**config.mk**
```make
export PLATFORM = sky130hd
export DESIGN_NAME = seg7_bcd_scan_flat
export DESIGN_NICKNAME = d
export VERILOG_FILES = /design/src/rtl/seg7_bcd_scan_if.sv /design/src/rtl/seg7_bcd_scan.sv /design/src/flat_wrapper.sv
export SDC_FILE = /design/constraint.sdc
export NUM_CORES = 1
export LEC_CHECK = 0
export CORE_MARGIN = 1.5
export CORE_UTILIZATION = 30
export CTS_CLUSTER_DIAMETER = 150
export DETAILED_ROUTE_END_ITERATION = 12
export PLACE_DENSITY = 0.49
export SYNTH_ARGS = -nofsm -noshare
export SYNTH_HDL_FRONTEND = slang
export SYNTH_SLANG_ARGS = --single-unit
```
**constraint.sdc**
```tcl
create_clock -name clk -period 2.5 [get_ports clk]
set_clock_uncertainty 0.1 [all_clocks]
set_input_delay 0.25 -clock clk [delete_from_list [all_inputs] [get_ports clk]]
set_output_delay 0.25 -clock clk [all_outputs]
set_load 0.02 [all_outputs]
```
**src/rtl/seg7_bcd_scan_if.sv**
```systemverilog
// Count/display bundle between the tick source and the 7-segment driver.
// The master side drives tick/en/clr. The slave side returns count, wrap and display lines.
interface seg7_bcd_scan_if;
  logic        tick;
  logic        en;
  logic        clr;
  logic [15:0] count;
  logic        wrap;
  logic [3:0]  an;
  logic [6:0]  seg;
  logic        dp;

  modport master (output tick, en, clr, input count, wrap, an, seg, dp);
  modport slave  (input tick, en, clr, output count, wrap, an, seg, dp);
endinterface

```
**src/rtl/seg7_bcd_scan.sv**
```systemverilog
// 4-digit BCD tick counter with multiplexed active-low 7-seg scan; count/wrap 1 clk, an/seg 1 clk after idx/count.
// No backpressure: every qualified tick is counted in the cycle it arrives.
module seg7_bcd_scan #(
  parameter int SCAN_DIV = 100000,
  parameter bit BLANK_LZ = 1'b1
) (
  input logic            clk,
  input logic            rst,
  seg7_bcd_scan_if.slave bus
);
  localparam int PW = $clog2(SCAN_DIV);
  localparam logic [PW-1:0] PSC_LAST = PW'(SCAN_DIV - 1);

  logic [15:0]   count_q;
  logic [15:0]   count_nxt;
  logic          carry_out;
  logic          wrap_q;
  logic [PW-1:0] psc;
  logic [1:0]    idx;
  logic [3:0]    an_q;
  logic [6:0]    seg_q;
  logic [3:0]    digit;
  logic          blank;

  function automatic logic [6:0] decode(input logic [3:0] d);
    case (d)
      4'd0:    decode = 7'b1000000;
      4'd1:    decode = 7'b1111001;
      4'd2:    decode = 7'b0100100;
      4'd3:    decode = 7'b0110000;
      4'd4:    decode = 7'b0011001;
      4'd5:    decode = 7'b0010010;
      4'd6:    decode = 7'b0000010;
      4'd7:    decode = 7'b1111000;
      4'd8:    decode = 7'b0000000;
      4'd9:    decode = 7'b0010000;
      default: decode = 7'b1111111;
    endcase
  endfunction

  // Ripple the carry upward: a digit advances only while every lower digit was 9.
  always_comb begin
    count_nxt = count_q;
    carry_out = 1'b1;
    for (int i = 0; i < 4; i++) begin
      if (carry_out) begin
        if (count_q[i*4 +: 4] == 4'd9) begin
          count_nxt[i*4 +: 4] = 4'd0;
        end else begin
          count_nxt[i*4 +: 4] = count_q[i*4 +: 4] + 4'd1;
          carry_out = 1'b0;
        end
      end
    end
  end

  always_ff @(posedge clk or negedge rst) begin
    if (!rst) begin
      count_q <= 16'h0000;
      wrap_q  <= 1'b0;
    end else if (bus.clr) begin
      count_q <= 16'h0000;
      wrap_q  <= 1'b0;
    end else if (bus.en && bus.tick) begin
      count_q <= count_nxt;
      wrap_q  <= carry_out;
    end else begin
      wrap_q  <= 1'b0;
    end
  end

  always_ff @(posedge clk or negedge rst) begin
    if (!rst) begin
      psc <= '0;
      idx <= 2'd0;
    end else if (psc == PSC_LAST) begin
      psc <= '0;
      idx <= idx + 2'd1;
    end else begin
      psc <= psc + PW'(1);
    end
  end

  // A digit is a leading zero when it and everything above it are zero.
  always_comb begin
    digit = count_q[{idx, 2'b00} +: 4];
    blank = BLANK_LZ && (idx != 2'd0) && ((count_q >> {idx, 2'b00}) == 16'h0000);
  end

  always_ff @(posedge clk or negedge rst) begin
    if (!rst) begin
      an_q  <= 4'b1110;
      seg_q <= 7'b1000000;
    end else begin
      an_q  <= ~(4'b0001 << idx);
      seg_q <= blank ? 7'b1111111 : decode(digit);
    end
  end

  assign bus.count = count_q;
  assign bus.wrap  = wrap_q;
  assign bus.an    = an_q;
  assign bus.seg   = seg_q;
  assign bus.dp    = 1'b1;
endmodule

```
**src/flat_wrapper.sv**
```systemverilog
// flat-port wrapper written by rule: the top's interface ports become plain ports
module seg7_bcd_scan_flat 
#(
  parameter int SCAN_DIV = 100000,
  parameter bit BLANK_LZ = 1'b1
)
  (clk, rst, bus_tick, bus_en, bus_clr, bus_count, bus_wrap, bus_an, bus_seg, bus_dp);
  seg7_bcd_scan_if bus_i ();
  input logic clk;
  input logic rst;
  input wire logic [$bits(bus_i.tick)-1:0] bus_tick;
  input wire logic [$bits(bus_i.en)-1:0] bus_en;
  input wire logic [$bits(bus_i.clr)-1:0] bus_clr;
  output wire logic [$bits(bus_i.count)-1:0] bus_count;
  output wire logic [$bits(bus_i.wrap)-1:0] bus_wrap;
  output wire logic [$bits(bus_i.an)-1:0] bus_an;
  output wire logic [$bits(bus_i.seg)-1:0] bus_seg;
  output wire logic [$bits(bus_i.dp)-1:0] bus_dp;
  assign bus_i.tick = bus_tick;
  assign bus_i.en = bus_en;
  assign bus_i.clr = bus_clr;
  assign bus_count = bus_i.count;
  assign bus_wrap = bus_i.wrap;
  assign bus_an = bus_i.an;
  assign bus_seg = bus_i.seg;
  assign bus_dp = bus_i.dp;
  seg7_bcd_scan #(.SCAN_DIV(SCAN_DIV), .BLANK_LZ(BLANK_LZ)) u_core (.clk(clk), .rst(rst), .bus(bus_i));
endmodule
```
Word-level counts from Yosys, hierarchy flattened --
Memories as Yosys holds them, arrays and structs flattened. Index checks and enable logic that the tools add are counted.
Operators by class: shift operators 3, muxes and demuxes 20, reductions and logical operators 11, $add $sub $neg 6, equal/unequal tests 5, bitwise operators 1
Operator list (count):
- two-way mux 16 bit | 2
- two-way mux 4 bit | 7
- adder 17 x 1 -> 17 bit (second input constant) | 1
- == test 17 bit (second input constant) | 1
- two-way mux 17 bit | 1
- adder 4 x 1 -> 4 bit (second input constant) | 4
- == test 4 bit (second input constant) | 4
- zero test 16 bit | 1
- variable part select 16 x 5 -> 4 bit | 1
- >> shifter 16 x 4 -> 16 bit | 1
- nonzero test 2 bit | 5
- two-way mux 1 bit | 9
- two-way mux 7 bit | 1
- AND reduction 2 bit | 3
- NOT 4 bit | 1
- << shifter 1 x 2 -> 4 bit (first input constant) | 1
- adder 2 x 1 -> 2 bit (second input constant) | 1
- logical AND 1 bit | 2
Word-level totals: flip-flop bits (word level) 47, memories kept 1, bits in read-only memories 112, output and inout port bits 29, word-level logic and storage cells 56
Memories:
- (no name shown) | depth 16, width 7, rd ports 1, clocked after Yosys merged registers in 0, wr ports 0, line seg7_bcd_scan.sv:26 | case (d)

Longest topological paths before layout --
Gate-level depths: netlist (run 1).
word-level depth 7, gate-level depth with buffers 8, depth with buffers taken out 7

Worst setup path after synthesis (run 1) --
OpenSTA, ideal clock, no wires.
path kind register to register, from register u_core.count_q[8], in the netlist u_core.bus.count[8], to register u_core.count_q[14], in the netlist u_core.bus.count[14], stages on the path, launching flop included 7, clock period less this slack 2.252 ns, required time 2.322 ns, buffers on the path 1, arrival 2.074 ns, slack 0.248 ns, cell sequence dfrtp_1 ha_1 nand3b_1 or4_1 buf_2 or4_1 a21oi_1
On the way: word-level cells in the longest chain between the ends 5
Ends and longest elaborated chain:
- from (decl) | line seg7_bcd_scan.sv:14 | logic [15:0] count_q;
- from (signal assigned) | line seg7_bcd_scan.sv:65 | count_q <= count_nxt;
- == test 4 bit | line seg7_bcd_scan.sv:47 | if (count_q[i*4 +: 4] == 4'd9) begin
- two-way mux 1 bit | line seg7_bcd_scan.sv:47
- two-way mux 1 bit | line seg7_bcd_scan.sv:46 | if (carry_out) begin
- nonzero test 2 bit (no line)
- AND reduction 2 bit (no line)
No other way between the ends. A chain may end at the register's enable or synchronous reset.

Worst setup path in the final report (run 1) --
from register u_core.idx[0], to register u_core.seg_q[3], in the netlist u_core.bus.seg[3]
On the way: word-level cells in the longest chain between the ends 4, elaborated cells between the ends (all ways) 7, those cells by class shift (2); mux (1); reduce/logical (3); memory (1)
Ends and longest elaborated chain:
- from (decl) | line seg7_bcd_scan.sv:19 | logic [1:0] idx;
- from (signal assigned) | line seg7_bcd_scan.sv:78 | idx <= idx + 2'd1;
- branches (longest 3 deep; another with memory read (16 x 7 bit))
- two-way mux 7 bit * | line seg7_bcd_scan.sv:96 | seg_q <= blank ? 7'b1111111 : decode(digit);
- to (signal assigned) | line seg7_bcd_scan.sv:96
- to (decl) | line seg7_bcd_scan.sv:21 | logic [6:0] seg_q;
Mark *: on every way between the ends.

==> results.md, run 1 <==
* Synth warn at 0
* Area leader, netlist: dfrtp_1
* Clock Path Buffers at 2
* Chip height at 94.20 microns
* Chip Width at 94.20 microns
* Share of the synthesized area in the top cell type at 43.13%
* Worst path slowest cell: mux4_2
* Final Hold Fails at 0
* Syn avg cell area at slightly above 10 sq um
* Synth async-reset ratio at between 90% and 100%
* WL/cell at 13.41 microns
* CP arrival at between 2 and 2.5 ns
* Antenna cells at 0
* H-tree Lvls at 2
* Cell area power density at 504.9 nW/um^2
* Vias at 1869
* Fin crit period at 2.245 ns
* CTS root buf: clkbuf_8
* Max Slew Vio Count at 0
* Pleak at 1.394 nW
* Finished Layout Cells at approximately 400
* Routed Antenna Nets at 0
* Slew headroom at 64.34%
* I/O pin count at 34
* Cell breakdown of the critical path: mux4_2, inv_1, ha_1, nand3_1, a211o_1, o21a_1, nand2_1
* Core ar. at 8134 sq um
* Fmax at 0.4454 GHz
* Synthesized instance count at between 200 and 250
* Yosys reg bits at 47
* CTS tree: built
* GRT Resource Usage Total at 13.23%
* Vias per cell at 4.720
* Vias in the first global route at 1874
* Synth Cell Area at 2495 sq um
* Syn_nets at 269
* Actual slew at the worst max-slew pin at 0.5301 ns
* Setup violators final at 0
* Synth unique cells at 42
* HP Class: in2async
* Post-synth EDFFs at 0
* Placed Instances at approximately 390
* First-pass GRT wire length at 9.225 mm
* RePlAce Congestion at 0.7356
* Main synth FF type: dfrtp_1
* Setup TNS at 0 ns
* Startpoint types: flop
* Row count at 33
* Crit end category: flop
* MaxCap Viol Count at 0
* Critical path class: reg2reg
* Pre-antenna DRT Iters at 4
* Worst VDD drop at between 200 and 250 uV
* Layout area overhead at 25.68%
* Initial core utilization at 30.67%
* Post-DP HPWL at 3.894 mm
* Post-CTS Setup Repair Bufs at 0
* Reg clk slew, reported paths at ~0.090 ns
* Sequential share of the synthesized area at 47.34%
* Initial DRC count at 49
* Grt total ovfl at 0
* Initial antenna violation count at 0
* Multi-input logic area at 1222 sq um
* Final Cycle Share at 89.81%
* Top cells by area, synth: dfrtp_1 (43%), ha_1 (9.0%), dfstp_2 (4.2%)
* Fill count at 786
* Crit-path max FO at 8
* Share of layout cells above drive strength 1 at about a tenth
* Largest net degree at the start of global routing at 25
* Drt drc at 0
* Die area at 8873 sq um
* Status: finished, final reports clean
* RSZ-0062 raised after global routing: false
* Num CTS Buffers at 5
* I/O Buffers at 32
* Critical Path RT at 2.64 ns
* Clock sinks at 47
* Clk_lat worst skew at 0.30 ns
* Post-Route WL at around 5.3 mm
* Peak per-stage delay on the critical path at 0.65 ns
* Sequential cell area at 1181 sq um
* NumNets Final at 313
-- cell families after synthesis --
logic type	after synthesis	synth area share [%]
AO/OA/AOI/OAI	37	8.677
XOR/XNOR	18	6.319
adder cells (fa/ha/maj)	18	9.027
buffers and inverters	23	3.661
flip-flops	47	47.34
multiplexers	11	6.118
other	1	0.1503
AND/OR/NAND/NOR	91	18.71
-- report_power, final --
part	switching, mW	leakage, nW	internal (mW)
Clock	0.267	0.0644	0.399
Sequential	0.0167	0.623	0.773
Combinational	0.0723	0.707	0.0554
Total	0.356	1.39	1.23
-- critical path: cells and delay by family (launching register included) --
kind,cells,cell delay [ns]
mux,1,0.65
flops,1,0.52
compound gates,2,0.49
fa+ha+maj,1,0.17
buf+inv,1,0.14
simple gates,2,0.12
-- cell usage after synthesis, types with 2 or more instances --
library cell and n:
and3_1 4, mux2i_1 7, mux4_2 2, xnor2_1 10, nand3b_1 3, nor2b_1 2
ha_1 18, nand4_1 4, or4_1 3, nor3_1 6, o21ai_0 16, xor2_1 8
nor2_1 25, clkbuf_1 4, dfstp_2 4, inv_1 16, nand3_1 11, nand2_1 21
and4_1 3, dfrtp_1 43, nor4_1 5, a21oi_1 11
-- per-layer routing --
layer / part of all wire [%] / vias to the layer above / GRT usage, %
met5: 0 / - / 0
met4: 1.1 / 0 / 3.980
li1: - / 939 / -
met1: 53 / 896 / 19.00
met3: 2.9 / 6 / 3.155
met2: 43 / 28 / 19.54
-- cell type report --
type / instances / area share [%]
multi-input combinational: 176 / 38.99
clock inverter: 3 / 2.155
inverter: 17 / 2.035
timing repair buffer: 43 / 12.77
sequential: 47 / 37.67
tap: 105 / 4.190
clock buffer: 5 / 2.195
-- worst paths after layout --
path,slack (ns),depth (start not counted),endpoint,startpoint
max in group asynchronous,1.32,3,u_core.bus.seg[6]$_DFF_PN1_,rst
setup / recovery,0.25,7,u_core.bus.seg[3]$_DFF_PN0_,u_core.idx[0]$_DFFE_PN0N_
min in group clk,0.39,1,u_core.psc[4]$_DFF_PN0_,u_core.psc[4]$_DFF_PN0_
setup reg to reg,0.25,7,u_core.bus.seg[3]$_DFF_PN0_,u_core.idx[0]$_DFFE_PN0N_
hold / removal,0.35,2,u_core.psc[13]$_DFF_PN0_,rst
hold reg to reg,0.39,1,u_core.psc[4]$_DFF_PN0_,u_core.psc[4]$_DFF_PN0_
-- per-stage QoR --
stage	total power [mW]	area (sq um)	hold slack, ns	util (%)	setup slack, ns
finish	1.583	3136	0.3506	38.55	0.2548
global route	1.657	3136	0.4112	38.55	0.1213
CTS	1.607	3136	0.3648	38.55	0.2376
detailed placement	0.9326	2989	0.1669	36.75	0.2676
global placement	0.9317	2989	0.1660	36.75	0.3312
floorplan	0.8647	2495	-0.1456	-	0.2477
-- cells in the final DEF (no fill, tap or decap), types with 2 or more instances in the layout --
master           synthesis  layout
and3_1                   4       4
nor2b_1                  2       2
xor2_1                   8       8
nand2_1                 21      21
a21oi_1                 11      11
xnor2_1                 10      10
nand3b_1                 3       3
nor2_1                  25      25
nor4_1                   5       5
mux4_2                   2       2
or4_1                    3       3
ha_1                    18      18
o21ai_0                 16      16
nand3_1                 11      11
dfrtp_1                 43      43
bufinv_16                0       2
and4_1                   3       3
clkdlybuf4s50_1          0      31
nand4_1                  4       4
buf_4                    1      10
inv_1                   16      16
nor3_1                   6       6
dfstp_2                  4       4
clkbuf_8                 0       5
mux2i_1                  7       7
-- registers in the layout, summed over array words and instances (netlist names) --
register / cells
u_core.psc: 17
u_core.bus.count: 16
u_core.bus.seg: 7
u_core.bus.an: 4
u_core.idx: 2
u_core.bus.wrap: 1
-- what timing repair did --
item                       in CTS  in global routing
hold buffers                    1                  0
gates resized for setup         0                  0
hold endpoints to repair       19                  0
setup endpoints to repair       0                  0
(Power assumes the default switching activity.)
==> run 2: changes to the inputs <==
--- a/config.mk
+++ b/config.mk
@@ -7,6 +7,7 @@
 export LEC_CHECK = 0
 export CORE_MARGIN = 1.5
 export CORE_UTILIZATION = 30
+export CTS_BUF_LIST = sky130_fd_sc_hd__clkbuf_4 sky130_fd_sc_hd__clkbuf_8
 export CTS_CLUSTER_DIAMETER = 150
 export DETAILED_ROUTE_END_ITERATION = 12
 export PLACE_DENSITY = 0.49
==> results of run 2 <==
No change in the layout: final DEF, timing and power equal those of run 1.
